<file path="config.mk">
export PLATFORM = sky130hd
export DESIGN_NAME = fetch_unit
export DESIGN_NICKNAME = d
export VERILOG_FILES = /design/src/rtl/fetch_unit_pkg.sv /design/src/rtl/fetch_ir_reg.sv /design/src/rtl/fetch_unit.sv
export SDC_FILE = /design/constraint.sdc
export NUM_CORES = 1
export LEC_CHECK = 0
export CORE_MARGIN = 2
export CORE_UTILIZATION = 46
export CTS_CLUSTER_SIZE = 25
export DETAILED_ROUTE_END_ITERATION = 7
export PLACE_DENSITY = 0.84
export SLEW_MARGIN = 20
export SYNTH_ARGS = -nofsm -noshare
export SYNTH_HDL_FRONTEND = slang
export SYNTH_HIERARCHICAL = 1
export SYNTH_SLANG_ARGS = --single-unit
</file>
<file path="constraint.sdc">
create_clock -name clock -period 4 [get_ports clock]
set_clock_uncertainty 0.05 [all_clocks]
set_input_delay 0.6 -clock clock [delete_from_list [all_inputs] [get_ports clock]]
set_output_delay 0.6 -clock clock [all_outputs]
set_load 0.02 [all_outputs]
</file>
<file path="src/rtl/fetch_unit_pkg.sv">
// ----------------------------------------------------------------------------
// fetch_unit_pkg
//   Shared definitions for the instruction fetch unit: address and word
//   widths, the opcode field position, the default HALT opcode, the fetch
//   state encoding and a helper to extract the opcode field from a word.
//   Imported by fetch_unit and fetch_ir_reg.
// ----------------------------------------------------------------------------
package fetch_unit_pkg;

    localparam int PC_WIDTH     = 26;
    localparam int INSTR_WIDTH  = 32;

    // Opcode occupies the top six bits of every instruction word.
    localparam int OPCODE_MSB   = 31;
    localparam int OPCODE_LSB   = 26;
    localparam int OPCODE_WIDTH = OPCODE_MSB - OPCODE_LSB + 1;

    localparam logic [OPCODE_WIDTH-1:0] HALT_OPCODE_DEFAULT = 6'b011000;

    // Fetch sequencer states. FETCH keeps the holding register topped up,
    // HALT stops fetching until resume, redirect or boot_done.
    typedef enum logic [0:0] {
        FS_FETCH = 1'b0,
        FS_HALT  = 1'b1
    } fetch_state_e;

    function automatic logic [OPCODE_WIDTH-1:0] opcode_of(
        input logic [INSTR_WIDTH-1:0] word
    );
        return word[OPCODE_MSB:OPCODE_LSB];
    endfunction

endpackage : fetch_unit_pkg

</file>
<file path="src/rtl/fetch_ir_reg.sv">
// ----------------------------------------------------------------------------
// fetch_ir_reg
//   Instruction holding register between fetch and decode (ir, ir_pc,
//   ir_valid).
//
//   Handshake: the register offers ir/ir_pc while o_ir_valid=1; decode takes
//   it in any cycle where i_ready=1 and o_ir_valid=1. A new word may be
//   written (i_load) only when the slot is empty or is being taken in the
//   same cycle, which is what o_can_load reports. While o_ir_valid=1 and
//   i_ready=0 the contents are frozen.
//
//   Ports
//     i_clk       clock, rising edge
//     i_rst_n     synchronous active-low reset: clears everything to zero
//     i_flush     discard the held instruction (redirect / boot switch)
//     i_load      capture i_instr / i_pc this cycle
//     i_ready     decode accepts the held instruction this cycle
//     i_instr     word to capture
//     i_pc        address the word came from
//     o_ir        held instruction
//     o_ir_pc     address of the held instruction
//     o_ir_valid  held instruction not yet consumed
//     o_can_load  slot is free or being freed this cycle
// ----------------------------------------------------------------------------
module fetch_ir_reg
    import fetch_unit_pkg::*;
(
    input  logic                   i_clk,
    input  logic                   i_rst_n,
    input  logic                   i_flush,
    input  logic                   i_load,
    input  logic                   i_ready,
    input  logic [INSTR_WIDTH-1:0] i_instr,
    input  logic [PC_WIDTH-1:0]    i_pc,
    output logic [INSTR_WIDTH-1:0] o_ir,
    output logic [PC_WIDTH-1:0]    o_ir_pc,
    output logic                   o_ir_valid,
    output logic                   o_can_load
);

    logic [INSTR_WIDTH-1:0] r_ir;
    logic [PC_WIDTH-1:0]    r_ir_pc;
    logic                   r_ir_valid;

    assign o_can_load = !r_ir_valid || i_ready;

    always_ff @(posedge i_clk) begin
        if (!i_rst_n) begin
            r_ir       <= '0;
            r_ir_pc    <= '0;
            r_ir_valid <= 1'b0;
        end else if (i_flush) begin
            // Data is left in place; only the valid flag matters downstream.
            r_ir_valid <= 1'b0;
        end else if (i_load) begin
            r_ir       <= i_instr;
            r_ir_pc    <= i_pc;
            r_ir_valid <= 1'b1;
        end else if (i_ready) begin
            // Taken by decode with nothing behind it (fetch is halted).
            r_ir_valid <= 1'b0;
        end
    end

    assign o_ir       = r_ir;
    assign o_ir_pc    = r_ir_pc;
    assign o_ir_valid = r_ir_valid;

endmodule : fetch_ir_reg

</file>
<file path="src/rtl/fetch_unit.sv">
// ----------------------------------------------------------------------------
// fetch_unit
//   Instruction fetch stage. Boots from a BIOS ROM, switches to instruction
//   memory on boot_done, follows redirects from execute, and stops on a HALT
//   opcode until resume. Fetched words are held in fetch_ir_reg for decode.
//
//   Optional feature: define FETCH_COUNT_EN to add the fetch_count output,
//   a free-running 32-bit count of fired fetches (reset only by reset).
//
//   Parameters
//     RESET_PC     instruction memory start address after boot_done
//     HALT_OPCODE  opcode field value that stops fetch
//
//   Ports
//     clock        sole clock, rising edge
//     reset        synchronous active-low reset
//     bios_pc      fetch address to BIOS ROM (always equals pc)
//     bios_instr   BIOS word, combinational from bios_pc
//     imem_pc      fetch address to instruction memory (always equals pc)
//     imem_instr   instruction memory word, combinational from imem_pc
//     boot_done    one-cycle pulse: leave BIOS, restart at RESET_PC in imem
//     redirect     taken jump/branch from execute
//     redirect_pc  redirect target
//     resume       leave HALT
//     ir_ready     decode accepts ir this cycle
//     ir           registered instruction
//     ir_pc        address ir was fetched from
//     ir_valid     ir holds an unconsumed instruction
//     boot_mode    1 while fetching from BIOS
//     halted       1 while in HALT (this is the state register itself)
//     fetch_count  fired fetch count (FETCH_COUNT_EN only)
//
//   Handshake: ir/ir_pc are offered while ir_valid=1 and taken on a cycle
//   with ir_ready=1; a fetch fires in FETCH whenever the slot is empty or
//   being taken, so one instruction per cycle streams with ir_ready held 1.
// ----------------------------------------------------------------------------
module fetch_unit
    import fetch_unit_pkg::*;
#(
    parameter logic [PC_WIDTH-1:0]     RESET_PC    = 26'd0,
    parameter logic [OPCODE_WIDTH-1:0] HALT_OPCODE = HALT_OPCODE_DEFAULT
)(
    input  logic                   clock,
    input  logic                   reset,
    output logic [PC_WIDTH-1:0]    bios_pc,
    input  logic [INSTR_WIDTH-1:0] bios_instr,
    output logic [PC_WIDTH-1:0]    imem_pc,
    input  logic [INSTR_WIDTH-1:0] imem_instr,
    input  logic                   boot_done,
    input  logic                   redirect,
    input  logic [PC_WIDTH-1:0]    redirect_pc,
    input  logic                   resume,
    input  logic                   ir_ready,
    output logic [INSTR_WIDTH-1:0] ir,
    output logic [PC_WIDTH-1:0]    ir_pc,
    output logic                   ir_valid,
    output logic                   boot_mode,
    output logic                   halted
`ifdef FETCH_COUNT_EN
    ,
    output logic [31:0]            fetch_count
`endif
);

    localparam logic [0:0] ST_FETCH = FS_FETCH;
    localparam logic [0:0] ST_HALT  = FS_HALT;

    logic [PC_WIDTH-1:0]    r_pc;
    logic [0:0]             r_state;
    logic                   r_boot_mode;

    logic [INSTR_WIDTH-1:0] w_word;
    logic                   w_can_load;
    logic                   w_flush;
    logic                   w_fire;
    logic                   w_is_halt;

    assign bios_pc = r_pc;
    assign imem_pc = r_pc;

    assign w_word    = r_boot_mode ? bios_instr : imem_instr;
    assign w_is_halt = (opcode_of(w_word) == HALT_OPCODE);

    // Redirect and boot_done both restart fetch elsewhere, so anything in
    // the holding register belongs to the abandoned path.
    assign w_flush = redirect || boot_done;

    // A fetch only fires when nothing of higher priority claims the cycle.
    assign w_fire = (r_state == ST_FETCH) && w_can_load && !w_flush;

    always_ff @(posedge clock) begin
        if (!reset) begin
            r_pc        <= '0;
            r_boot_mode <= 1'b1;
            r_state     <= ST_FETCH;
        end else if (redirect) begin
            r_pc    <= redirect_pc;
            r_state <= ST_FETCH;
            // A coincident boot_done still ends BIOS mode; only its pc
            // reload loses to the redirect target.
            if (boot_done) begin
                r_boot_mode <= 1'b0;
            end
        end else if (boot_done) begin
            r_pc        <= RESET_PC;
            r_boot_mode <= 1'b0;
            r_state     <= ST_FETCH;
        end else if (r_state == ST_HALT) begin
            // pc already points past the halt word, so resuming continues
            // with the next sequential instruction.
            if (resume) begin
                r_state <= ST_FETCH;
            end
        end else if (w_fire) begin
            r_pc <= r_pc + 26'd1;
            if (w_is_halt) begin
                r_state <= ST_HALT;
            end
        end
    end

    fetch_ir_reg u_ir_reg (
        .i_clk      (clock),
        .i_rst_n    (reset),
        .i_flush    (w_flush),
        .i_load     (w_fire),
        .i_ready    (ir_ready),
        .i_instr    (w_word),
        .i_pc       (r_pc),
        .o_ir       (ir),
        .o_ir_pc    (ir_pc),
        .o_ir_valid (ir_valid),
        .o_can_load (w_can_load)
    );

    assign boot_mode = r_boot_mode;
    assign halted    = (r_state == ST_HALT);

`ifdef FETCH_COUNT_EN
    logic [31:0] r_fetch_count;

    // Counts every fired fetch across redirects and the boot switch;
    // wraps naturally at 2^32.
    always_ff @(posedge clock) begin
        if (!reset) begin
            r_fetch_count <= '0;
        end else if (w_fire) begin
            r_fetch_count <= r_fetch_count + 32'd1;
        end
    end

    assign fetch_count = r_fetch_count;
`endif

endmodule : fetch_unit

</file>
**Yosys cells after proc, flatten, opt, wreduce, memory -nomap -nowiden**

Index checks and enable logic that the tools add are counted.

- $add $sub $neg: 1
- Multipliers: 0
- Div/mod/pow operators: 0
- $lt $le $gt $ge: 0
- Equal/unequal tests: 2
- Shift-type cells: 0
- Mux-type cells: 11
- Bitwise gates (word level): 3
- Reductions and logical operators: 12

Operators with widths:

| cell | count |
|---|---|
| $mux W26 | 4 |
| $mux W32 | 1 |
| $add A26 B1 Y26 const B | 1 |
| $eq A6 B5 Y1 const B | 1 |
| $mux W1 | 6 |
| $reduce_and A2 Y1 | 2 |
| $ne A3 B3 Y1 const B | 1 |
| $not A1 Y1 | 3 |
| $reduce_bool A3 Y1 | 1 |
| $reduce_or A3 Y1 | 1 |
| $logic_and A1 B1 Y1 | 2 |
| $logic_not A1 Y1 | 2 |
| $logic_or A1 B1 Y1 | 2 |
| $reduce_bool A2 Y1 | 1 |
| $reduce_or A2 Y1 | 1 |

- Bits in registers: 87
- Latch bits: 0
- Bits in writable memories: 0
- Bits in read-only memories: 0
- Bits of input ports: 96
- Output and inout bits: 113
- Logic and storage cells: 35
- Memories kept: 0

**Depth between registers and ports, before layout**

Gate-level depths: netlist (run 1).

- Depth in word-level cells: 8
- Depth in mapped cells: 9
- Gate-level depth less buffers: 5

**Cells and area by module**

The synthesis (run 1) kept the hierarchy.

By module, submodules not included:

| module | times used | cells each | area an instance (um2) | sequential area each (um2) |
|---|---|---|---|---|
| fetch_unit | 1 | 303 | 2389.8 | 560.5 |
| fetch_ir_reg | 1 | 258 | 2364.8 | 1181.1 |

**Worst setup path after synthesis (run 1)**

OpenSTA, ideal clock, no wires.

- Kind: input to register
- From: in boot_done
- To: reg u_ir_reg.r_ir[10] (netlist: u_ir_reg/o_ir[10])
- Library setup time: 0.072 ns
- Arrival time: 2.033 ns
- Data required time: 3.878 ns
- Setup slack: 1.845 ns
- Stages: 9
- Path buffers: 4
- Cells stage by stage: nor2_1 inv_2 buf_1 nor2_1 nor2b_4 buf_6 buf_6 buf_8 mux2i_1

- Cells in the longest elaborated chain, start to end: 4
- Elaborated cells on any way between the ends: 5
- Those cells by class: bitwise: 1; reduce/logical: 4

Ends and longest elaborated chain:

| element | line | source |
|---|---|---|
| start, declared | fetch_unit.sv:49 | `input logic boot_done,` |
| $logic_or A1 B1 Y1 | fetch_unit.sv:86 | `assign w_flush = redirect \|\| boot_done;` |
| via w_flush | fetch_unit.sv:74 | `logic w_flush;` |
| $logic_not A1 Y1 | fetch_unit.sv:89 | `assign w_fire = (r_state == ST_FETCH) && w_can_load && !w_flush;` |
| $logic_and A1 B1 Y1 | fetch_unit.sv:89 |  |
| via w_fire | fetch_unit.sv:75 | `logic w_fire;` |
| $reduce_and A2 Y1 (no line) | -- |  |
| end signal, assigned | fetch_ir_reg.sv:56 | `r_ir <= i_instr;` |
| end, declared | fetch_ir_reg.sv:41 | `logic [INSTR_WIDTH-1:0] r_ir;` |

The timed path passes the listed nets, and every way through them passes these cells.
A chain may end at the register's enable or synchronous reset.

**Final worst setup path (run 1)**

- From: in redirect
- To: reg u_ir_reg.r_ir[25] (netlist: u_ir_reg/o_ir[25])

- Cells in the longest elaborated chain, start to end: 4
- Elaborated cells on any way between the ends: 5
- Those cells by class: bitwise: 1; reduce/logical: 4

Ends and longest elaborated chain:

| element | line | source |
|---|---|---|
| start, declared | fetch_unit.sv:50 | `input logic redirect,` |
| $logic_or A1 B1 Y1 | fetch_unit.sv:86 |  |
| $logic_not A1 Y1 | fetch_unit.sv:89 |  |
| $logic_and A1 B1 Y1 | fetch_unit.sv:89 |  |
| via w_fire | fetch_unit.sv:75 |  |
| $reduce_and A2 Y1 (no line) | -- |  |

The timed path passes the listed nets, and every way through them passes these cells.

==> flow_summary.json, run 1 <==
{
  "status": "complete, no violations",
  "grt_pass1_vias": 4550,
  "slew-limit-headroom_pct": 39.8,
  "grtUsageMet3_pct": 4.08,
  "ys_seq_area_share_pct": 36.6,
  "drtIter0Drc": 358,
  "synth_nets": 658,
  "die_height_um": 106,
  "nets": 818,
  "finalWirelength_um": 14700,
  "ys.flop_type": "dfxtp_1",
  "path_clk_slew_ns": 0.09,
  "setup_viol": 0,
  "grt_usage_pct": 26.0,
  "maxCapViolCount": 0,
  "min-delay-start": "u_ir_reg/o_ir[29]$_SDFFE_PN0P_",
  "nFillCells": 845,
  "timing.final.crit_share_pct": 60.3,
  "core_area_mm2": 0.0102,
  "busiest_layer": "met2",
  "clk_path_buf_depth": 2,
  "r2r_cells": 5,
  "rows": 37,
  "ys_types": 59,
  "hold_viol": 0,
  "dieArea_mm2": 0.0112,
  "antenna_found_initial": 0,
  "r2r_end": "bios_pc[18]$_SDFFE_PN0P_",
  "syn2layout_area_growth_pct": 44.2,
  "rrSetupSlack_ns": 1.84,
  "synth_seq_cells": 87,
  "crit_start": "redirect",
  "rsz0062_at_grt": "false",
  "via_count": 4715,
  "die_width_um": 106,
  "wl_per_cell_um": 17.1,
  "yosysMostFrequentCell": "nand2_1",
  "synth_area_leaders": "dfxtp_1 37%, mux2i_1 12%, nand2_1 11%, mux2_2 7.8%, buf_4 4.7%",
  "max_freq_mhz": 415,
  "drc": 0,
  "place_congestion": 0.931,
  "netlist_instances": 561,
  "cp-endpoint": "u_ir_reg/o_ir[25]$_SDFFE_PN0P_",
  "grt_start_max_net_pins": 69,
  "cts_resized": 0,
  "whs_ns": 0.408,
  "peakVddDrop_mv": 0.179,
  "synth_top_area_share_pct": 36.6,
  "grt_pass1_wl_um": 23300,
  "slew_violations": 0,
  "ys.warnings.count": 6,
  "numCtsBuffers": 9,
  "grt.overflow.total": 0,
  "antennaDiodeCount": 0,
  "crit_arrival_ns": 2.64,
  "via_per_inst": 5.48,
  "yosys-top-cells-count": "140 x nand2_1, 87 x dfxtp_1, 59 x mux2i_1",
  "synth-edff-count": 0,
  "timing_worst_setup_path_type": "in -> reg",
  "rr_startpoint": "bios_pc[0]$_SDFFE_PN0P_",
  "startpoint_type": "input pin",
  "tritoncts": "yes",
  "cts_root_buf": "clkbuf_8",
  "end_kind": "flop",
  "cts.sinks": 87,
  "crit_fanout": 30,
  "total_power_mw": 1.91,
  "fin_crit_ns": 2.41,
  "clk_latency_ns": 0.35,
  "final.setup.tns_ns": 0,
  "cp_data_required_time_ns": 4.22,
  "yosysTopAreaCell": "dfxtp_1",
  "num_io_pins": 209,
  "layout-drive-gt1-share_pct": 8.69,
  "cts_hold_buf": 0,
  "cts_setup_buffers": 0,
  "worst_pin_slew_ns": 0.896,
  "htreeDepth": 3,
  "pwr_density_cell_mw_per_mm2": 278,
  "start_util_pct": 46.7,
  "avgSynthCellArea_um2": 8.48,
  "holdCritPathClass": "reg -> reg",
  "synth_area_mm2": 0.00475,
  "leakagePower_nw": 2.36,
  "portBuffers": 208,
  "synthArstFlopShare_pct": 0,
  "ant_nets": 0,
  "dp_hpwl_um": 10800,
  "first_pass_iters": 6,
  "use_met1_pct": 33.4,
  "met2_usage_pct": 43.9
}
==> worst min-delay path by stage <==
stage                                             end  depth (start not counted)  slack (ns)
finish                 u_ir_reg/o_ir[29]$_SDFFE_PN0P_                          2        0.41
global route           u_ir_reg/o_ir[22]$_SDFFE_PN0P_                          2        0.43
CTS                    u_ir_reg/o_ir[29]$_SDFFE_PN0P_                          2        0.41
detailed placement  u_ir_reg/o_ir_pc[20]$_SDFFE_PN0P_                          2        0.40
global placement    u_ir_reg/o_ir_pc[20]$_SDFFE_PN0P_                          2        0.39
floorplan               u_ir_reg/o_ir[0]$_SDFFE_PN0P_                          2        0.48
==> critical path, cell delays in order <==
cell	delay [ns]
clkdlybuf4s50_1	0.39
buf_4	0.23
nor2_1	0.17
inv_2	0.19
nor2_1	0.18
nor2b_4	0.20
buf_4	0.39
mux2i_1	0.26
==> cell families (layout without fill, tap and decap cells) <==
group           count (synthesis)  after routing  synth area share, %
simple gates                  233            233                 22.4
flops                          87             87                 36.6
mux                            92             92                 20.2
fa+ha+maj                       1              1                0.263
compound gates                 74             74                 11.1
buf+inv                        73            237                 9.24
xor+xnor                        1              1                0.184
==> state kept, by name, summed over array words and instances (netlist names) <==
name,cells
u_ir_reg/o_ir,32
bios_pc,26
u_ir_reg/o_ir_pc,26
boot_mode,1
halted,1
u_ir_reg/o_ir_valid,1
==> power breakdown <==
part | internal (mW) | switching, mW | leakage (nW)
Sequential | 0.887 | 0.0338 | 0.706
Combinational | 0.204 | 0.164 | 1.56
Clock | 0.303 | 0.315 | 0.0944
Total | 1.39 | 0.512 | 2.36
==> final cells by class <==
cell class                 count  area, µm²  area share [%]
tap                          136        170            2.48
inverter                       6       22.5           0.328
sequential                    87       1740            25.4
timing repair buffer         216       2150            31.4
clock inverter                 5       58.8           0.858
clock buffer                  10        138            2.01
multi-input combinational    401       2570            37.5
==> routing by layer <==
layer | share of wire [%] | vias up
li1 | - | 2270
met2 | 48 | 248
met4 | 2.4 | 0
met3 | 7.6 | 33
met1 | 42 | 2164
met5 | 0 | -
==> stage by stage <==
stage | area, µm² | worst slack [ns] | cells | util [%]
after CTS | 6860 | 1.64 | 861 | 67.3
after global placement | 6660 | 1.31 | 846 | 65.4
after global routing | 6860 | 1.44 | 861 | 67.3
after detailed placement | 6660 | 1.26 | 846 | 65.4
final | 6860 | 1.59 | 861 | 67.3
after floorplan | 4750 | 1.85 | 561 | -
==> cell usage in the layout (no fill, tap or decap), types with 2 or more instances in the layout <==
master	count
a21oi_1	21
a221oi_1	3
a22o_1	2
a22oi_1	2
a31oi_1	2
a32o_1	2
a32oi_1	2
a41oi_1	3
and2_1	3
and4_1	4
buf_4	8
clkbuf_8	10
clkdlybuf4s50_1	207
clkinvlp_4	2
dfxtp_1	87
inv_1	4
mux2_2	33
mux2i_1	59
nand2_1	140
nand2b_1	4
nand3_1	21
nand4_1	15
nor2_1	15
nor2b_1	2
nor3_1	14
nor4_1	2
nor4b_1	2
o2111ai_1	3
o211a_1	3
o211ai_1	4
o21ai_0	11
o31a_1	2
o31ai_1	3
or3_1	2
or4_1	2
(Power assumes the default switching activity.)
==> inputs of run 2 (changes only) <==
--- a/config.mk
+++ b/config.mk
@@ -6,10 +6,10 @@
 export NUM_CORES = 1
 export LEC_CHECK = 0
 export CORE_MARGIN = 2
-export CORE_UTILIZATION = 46
+export CORE_UTILIZATION = 43
 export CTS_CLUSTER_SIZE = 25
 export DETAILED_ROUTE_END_ITERATION = 7
-export PLACE_DENSITY = 0.84
+export PLACE_DENSITY = 0.79
 export SLEW_MARGIN = 20
 export SYNTH_ARGS = -nofsm -noshare
 export SYNTH_HDL_FRONTEND = slang
==> constraint.sdc (replaced) <==
create_clock -name clock -period 2.4 [get_ports clock]
set_clock_uncertainty 0.05 [all_clocks]
set_input_delay 0.36 -clock clock [delete_from_list [all_inputs] [get_ports clock]]
set_output_delay 0.36 -clock clock [all_outputs]
set_load 0.02 [all_outputs]
==> run 2 against run 1 <==
Effect of this change:
- worst setup slack worse by 1.3 ns
- critical path depth shrank 4
- cell count up 2.6%
- cell area up 2.5%
- power increased by 74%
==> flow_summary.json, run 2 (synthesis gave the netlist of run 1 again) <==
{
  "status": "complete, no violations",
  "numCtsBuffers": 9,
  "portBuffers": 208,
  "grt.overflow.total": 0,
  "layout-drive-gt1-share_pct": 10.8,
  "rr_startpoint": "bios_pc[9]$_SDFFE_PN0P_",
  "slew-limit-headroom_pct": 56.0,
  "hold_viol": 0,
  "clk_latency_ns": 0.36,
  "crit_fanout": 9,
  "path_buf_inv": 0,
  "clk_path_buf_depth": 2,
  "pwr_density_cell_mw_per_mm2": 473,
  "rows": 38,
  "layout_commonest_cell": "clkdlybuf4s50_1",
  "finalWirelength_um": 15600,
  "instances_no_fill": 883,
  "fin_util_pct": 65.1,
  "grt_start_max_net_pins": 72,
  "final_cell_mix": "207 x clkdlybuf4s50_1, 140 x nand2_1, 87 x dfxtp_1",
  "crit_arrival_ns": 2.29,
  "die_width_um": 109,
  "antennaDiodeCount": 0,
  "cts_root_buf": "clkbuf_8",
  "grt_pass1_vias": 4736,
  "grt_pass1_wl_um": 23600,
  "wl_per_cell_um": 17.7,
  "tritoncts": "yes",
  "via_count": 4856,
  "crit_start": "bios_pc[9]$_SDFFE_PN0P_",
  "path_clk_slew_ns": 0.09,
  "post_dp_cell_area_mm2": 0.00681,
  "htreeDepth": 3,
  "max_stage_delay_ns": 0.57,
  "dp_hpwl_um": 11700,
  "leakagePower_nw": 2.47,
  "cts_resized": 0,
  "min-delay-start": "reset",
  "worst_pin_slew_ns": 0.660,
  "final_area_mm2": 0.00703,
  "setup_viol": 0,
  "maxCapViolCount": 0,
  "end_kind": "flop",
  "dieArea_mm2": 0.0119,
  "slew_violations": 0,
  "cts_setup_buffers": 0,
  "place_inst": 867,
  "place_congestion": 0.883,
  "core_area_mm2": 0.0108,
  "largest_register_ffs": 32,
  "timing_worst_setup_path_type": "reg -> reg",
  "nets": 835,
  "final.setup.tns_ns": 0,
  "cts.sinks": 87,
  "max_freq_mhz": 483,
  "cts_hold_buf": 0,
  "rsz0062_at_grt": "false",
  "ant_nets": 0,
  "drtIter0Drc": 309,
  "num_io_pins": 209,
  "grt_usage_pct": 25.4,
  "worstPathCellList": "nand4_2 > or2_1 > or4_4 > a221oi_2",
  "antenna_found_initial": 0,
  "startpoint_type": "flop",
  "timing.final.crit_share_pct": 86.3,
  "peakVddDrop_mv": 0.274,
  "first_pass_iters": 5,
  "syn2layout_area_growth_pct": 47.8,
  "drc": 0,
  "slowest_stage": "or4_4",
  "via_per_inst": 5.50,
  "start_util_pct": 44.1,
  "fin_crit_ns": 2.07,
  "holdCritPathClass": "in -> reg",
  "die_height_um": 109,
  "cp_data_required_time_ns": 2.62,
  "critPathTopFamily": "simple AND/OR/NAND/NOR gates"
}
==> run 2: cell count changes in the layout (fill, tap and decap cells not counted) <==
| cell | previous run | this run |
|---|---|---|
| clkinvlp_4 | 2 | 1 |
| clkbuf_1 | 0 | 1 |
| buf_12 | 1 | 2 |
| buf_4 | 8 | 24 |
| bufinv_16 | 1 | 2 |
==> run 2: power breakdown <==
part	leakage [nW]	internal (mW)	switching (mW)
Sequential	0.706	1.48	0.0504
Clock	0.110	0.616	0.540
Combinational	1.65	0.354	0.286
==> run 2: area by class of cell <==
class                           count  area (µm²)
Clock buffer                       11         141
Clock inverter                      5        81.3
Fill cell                         920        3760
Inverter                            6        22.5
Multi-Input combinational cell    401        2570
Sequential cell                    87        1740
Tap cell                          140         175
Timing Repair Buffer              233        2290
==> run 2: worst paths after layout <==
kind / end / slack, ns / cells past startpoint
max: bios_pc[18]$_SDFFE_PN0P_ / 0.33 / 4
min reg2reg: u_ir_reg/o_ir[27]$_SDFFE_PN0P_ / 0.41 / 2
min: bios_pc[21]$_SDFFE_PN0P_ / 0.29 / 2
max reg2reg: bios_pc[18]$_SDFFE_PN0P_ / 0.33 / 4
==> run 2: per-layer routing <==
layer  wire [µm]  GRT usage, %  up-vias
met4         386          10.3        0
li1            -             -     2308
met3        1280          4.96       29
met5           0             0        -
met2        7890          45.9      221
met1        6060          29.0     2298
==> run 2: worst reg2reg max path, cell delays in order (launching register included) <==
cell      delay (ns)
dfxtp_1         0.54
nand4_2         0.22
or2_1           0.40
or4_4           0.57
a221oi_2        0.21
==> run 2: per-stage QoR <==
step | setup slack, ns | hold WS (ns) | power, mW
floorplan | 0.409 | 0.410 | 1.88
global placement | 0.192 | 0.391 | 2.19
detailed placement | 0.113 | 0.398 | 2.20
CTS | 0.320 | 0.263 | 3.35
global route | 0.203 | 0.280 | 3.46
finish | 0.329 | 0.287 | 3.33
==> inputs of run 3 (changes only) <==
--- a/config.mk
+++ b/config.mk
@@ -6,10 +6,11 @@
 export NUM_CORES = 1
 export LEC_CHECK = 0
 export CORE_MARGIN = 2
-export CORE_UTILIZATION = 43
+export CORE_UTILIZATION = 44
+export CTS_BUF_LIST = sky130_fd_sc_hd__clkbuf_4 sky130_fd_sc_hd__clkbuf_8
 export CTS_CLUSTER_SIZE = 25
 export DETAILED_ROUTE_END_ITERATION = 7
-export PLACE_DENSITY = 0.79
+export PLACE_DENSITY = 0.8
 export SLEW_MARGIN = 20
 export SYNTH_ARGS = -nofsm -noshare
 export SYNTH_HDL_FRONTEND = slang
==> run 3 against run 2 <==
Effect of this change:
- sequential power is essentially flat
- hold slack better by 0.098 ns
- combinational power up 2%
- register-to-register slack is essentially flat
- routed wire length is 2.1% lower
- clock-buffer cell count did not move
- cell area up 0.11%
- die area shrank 2.2%
- core utilization rose by 2.4 points
- via count grew 0.91%
- critical endpoint unchanged
- highest routed layer unchanged
==> flow_summary.json, run 3 (synthesis gave the netlist of run 1 again) <==
{
  "grt_usage_pct": 25.1,
  "max_freq_mhz": 484,
  "layout-drive-gt1-share_pct": 11.1,
  "holdCritPathClass": "in -> reg",
  "core_area_mm2": 0.0104,
  "antennaDiodeCount": 0,
  "worst_pin_slew_ns": 0.651,
  "antenna_found_initial": 0,
  "num_io_pins": 209,
  "portBuffers": 208,
  "instances_no_fill": 881,
  "layout_commonest_cell": "clkdlybuf4s50_1",
  "cts_root_buf": "clkbuf_8",
  "tritoncts": "yes",
  "ant_nets": 0,
  "timing.final.crit_share_pct": 86.1,
  "final_cell_mix": "207 x clkdlybuf4s50_1, 140 x nand2_1, 87 x dfxtp_1",
  "final_area_mm2": 0.00704,
  "grt_pass1_wl_um": 23400,
  "cp_data_required_time_ns": 2.62,
  "syn2layout_area_growth_pct": 48.0,
  "nFillCells": 844,
  "critPathTopFamily": "simple AND/OR/NAND/NOR gates",
  "maxCapViolCount": 0,
  "cts_setup_buffers": 0,
  "finalWirelength_um": 15300,
  "status": "complete, no violations",
  "via_count": 4900,
  "numCtsBuffers": 9,
  "slowest_stage": "or4_4",
  "rows": 37,
  "timing_worst_setup_path_type": "reg -> reg",
  "post_dp_cell_area_mm2": 0.00682,
  "grt_pass1_vias": 4764,
  "slew_violations": 0,
  "fin_util_pct": 67.5,
  "die_width_um": 108,
  "crit_arrival_ns": 2.29,
  "slew-limit-headroom_pct": 56.2,
  "nets": 837,
  "preCtsSetupSlack_ns": 0.185,
  "grt_start_max_net_pins": 47,
  "end_kind": "flop",
  "fin_crit_ns": 2.07,
  "largest_register_ffs": 32,
  "clk_latency_ns": 0.36,
  "cts.sinks": 87,
  "via_per_inst": 5.56,
  "place_congestion": 0.900,
  "grt.overflow.total": 0,
  "drtIter0Drc": 352,
  "setup_viol": 0,
  "cts_resized": 0,
  "max_stage_delay_ns": 0.57,
  "path_buf_inv": 0,
  "peakVddDrop_mv": 0.238,
  "rsz0062_at_grt": "false",
  "crit_fanout": 9,
  "dieArea_mm2": 0.0117,
  "clk_path_buf_depth": 2,
  "htreeDepth": 3,
  "multi_input_comb_area_mm2": 0.00257,
  "first_pass_iters": 5,
  "place_inst": 865,
  "startpoint_type": "flop",
  "start_util_pct": 45.6,
  "fin_ws_ns": 0.334,
  "path_clk_slew_ns": 0.08,
  "final.setup.tns_ns": 0,
  "hold_viol": 0,
  "cts_hold_buf": 0,
  "worstPathCellList": "nand4_2 > or2_1 > or4_4 > a221oi_2",
  "pwr_density_cell_mw_per_mm2": 473,
  "dp_hpwl_um": 11400,
  "leakagePower_nw": 2.48,
  "drc": 0,
  "wl_per_cell_um": 17.4,
  "die_height_um": 108,
  "layout.area.seq_mm2": 0.00174
}
[run 3: power by group]
part / internal [mW] / switching (mW)
Combinational: 0.358 / 0.293
Sequential: 1.48 / 0.0444
Clock: 0.613 / 0.544
[run 3: final cells by class]
cell class | count | share of cell area, %
clock inverter | 5 | 1.16
multi-input combinational | 401 | 36.6
tap | 136 | 2.42
clock buffer | 11 | 1.97
inverter | 6 | 0.320
sequential | 87 | 24.8
timing repair buffer | 235 | 32.8
[run 3: routing by layer]
layer | global-route usage, % | wire length [µm] | vias to the layer above
li1 | - | - | 2308
met1 | 30.6 | 6090 | 2313
met2 | 44.4 | 7530 | 240
met3 | 5.55 | 1320 | 39
met4 | 7.14 | 354 | 0
met5 | 0 | 0 | -
[run 3: worst register-to-register path, stage by stage, from the launching register on]
cell	delay (ns)
dfxtp_1	0.52
nand4_2	0.23
or2_1	0.41
or4_4	0.57
a221oi_2	0.21
[run 3: metrics by stage]
stage / hold slack (ns) / power, mW
after floorplan: 0.410 / 1.88
after global placement: 0.391 / 2.19
after detailed placement: 0.397 / 2.20
after CTS: 0.373 / 3.34
after global routing: 0.384 / 3.44
final: 0.386 / 3.33
[run 3: path summary, 6_finish.rpt]
check / cells past startpoint / slack (ns) / end / startpoint
setup reg to reg: 4 / 0.33 / bios_pc[18]$_SDFFE_PN0P_ / bios_pc[8]$_SDFFE_PN0P_
hold reg to reg: 2 / 0.41 / u_ir_reg/o_ir[18]$_SDFFE_PN0P_ / u_ir_reg/o_ir[18]$_SDFFE_PN0P_
setup / recovery: 4 / 0.33 / bios_pc[18]$_SDFFE_PN0P_ / bios_pc[8]$_SDFFE_PN0P_
hold / removal: 2 / 0.39 / bios_pc[7]$_SDFFE_PN0P_ / reset
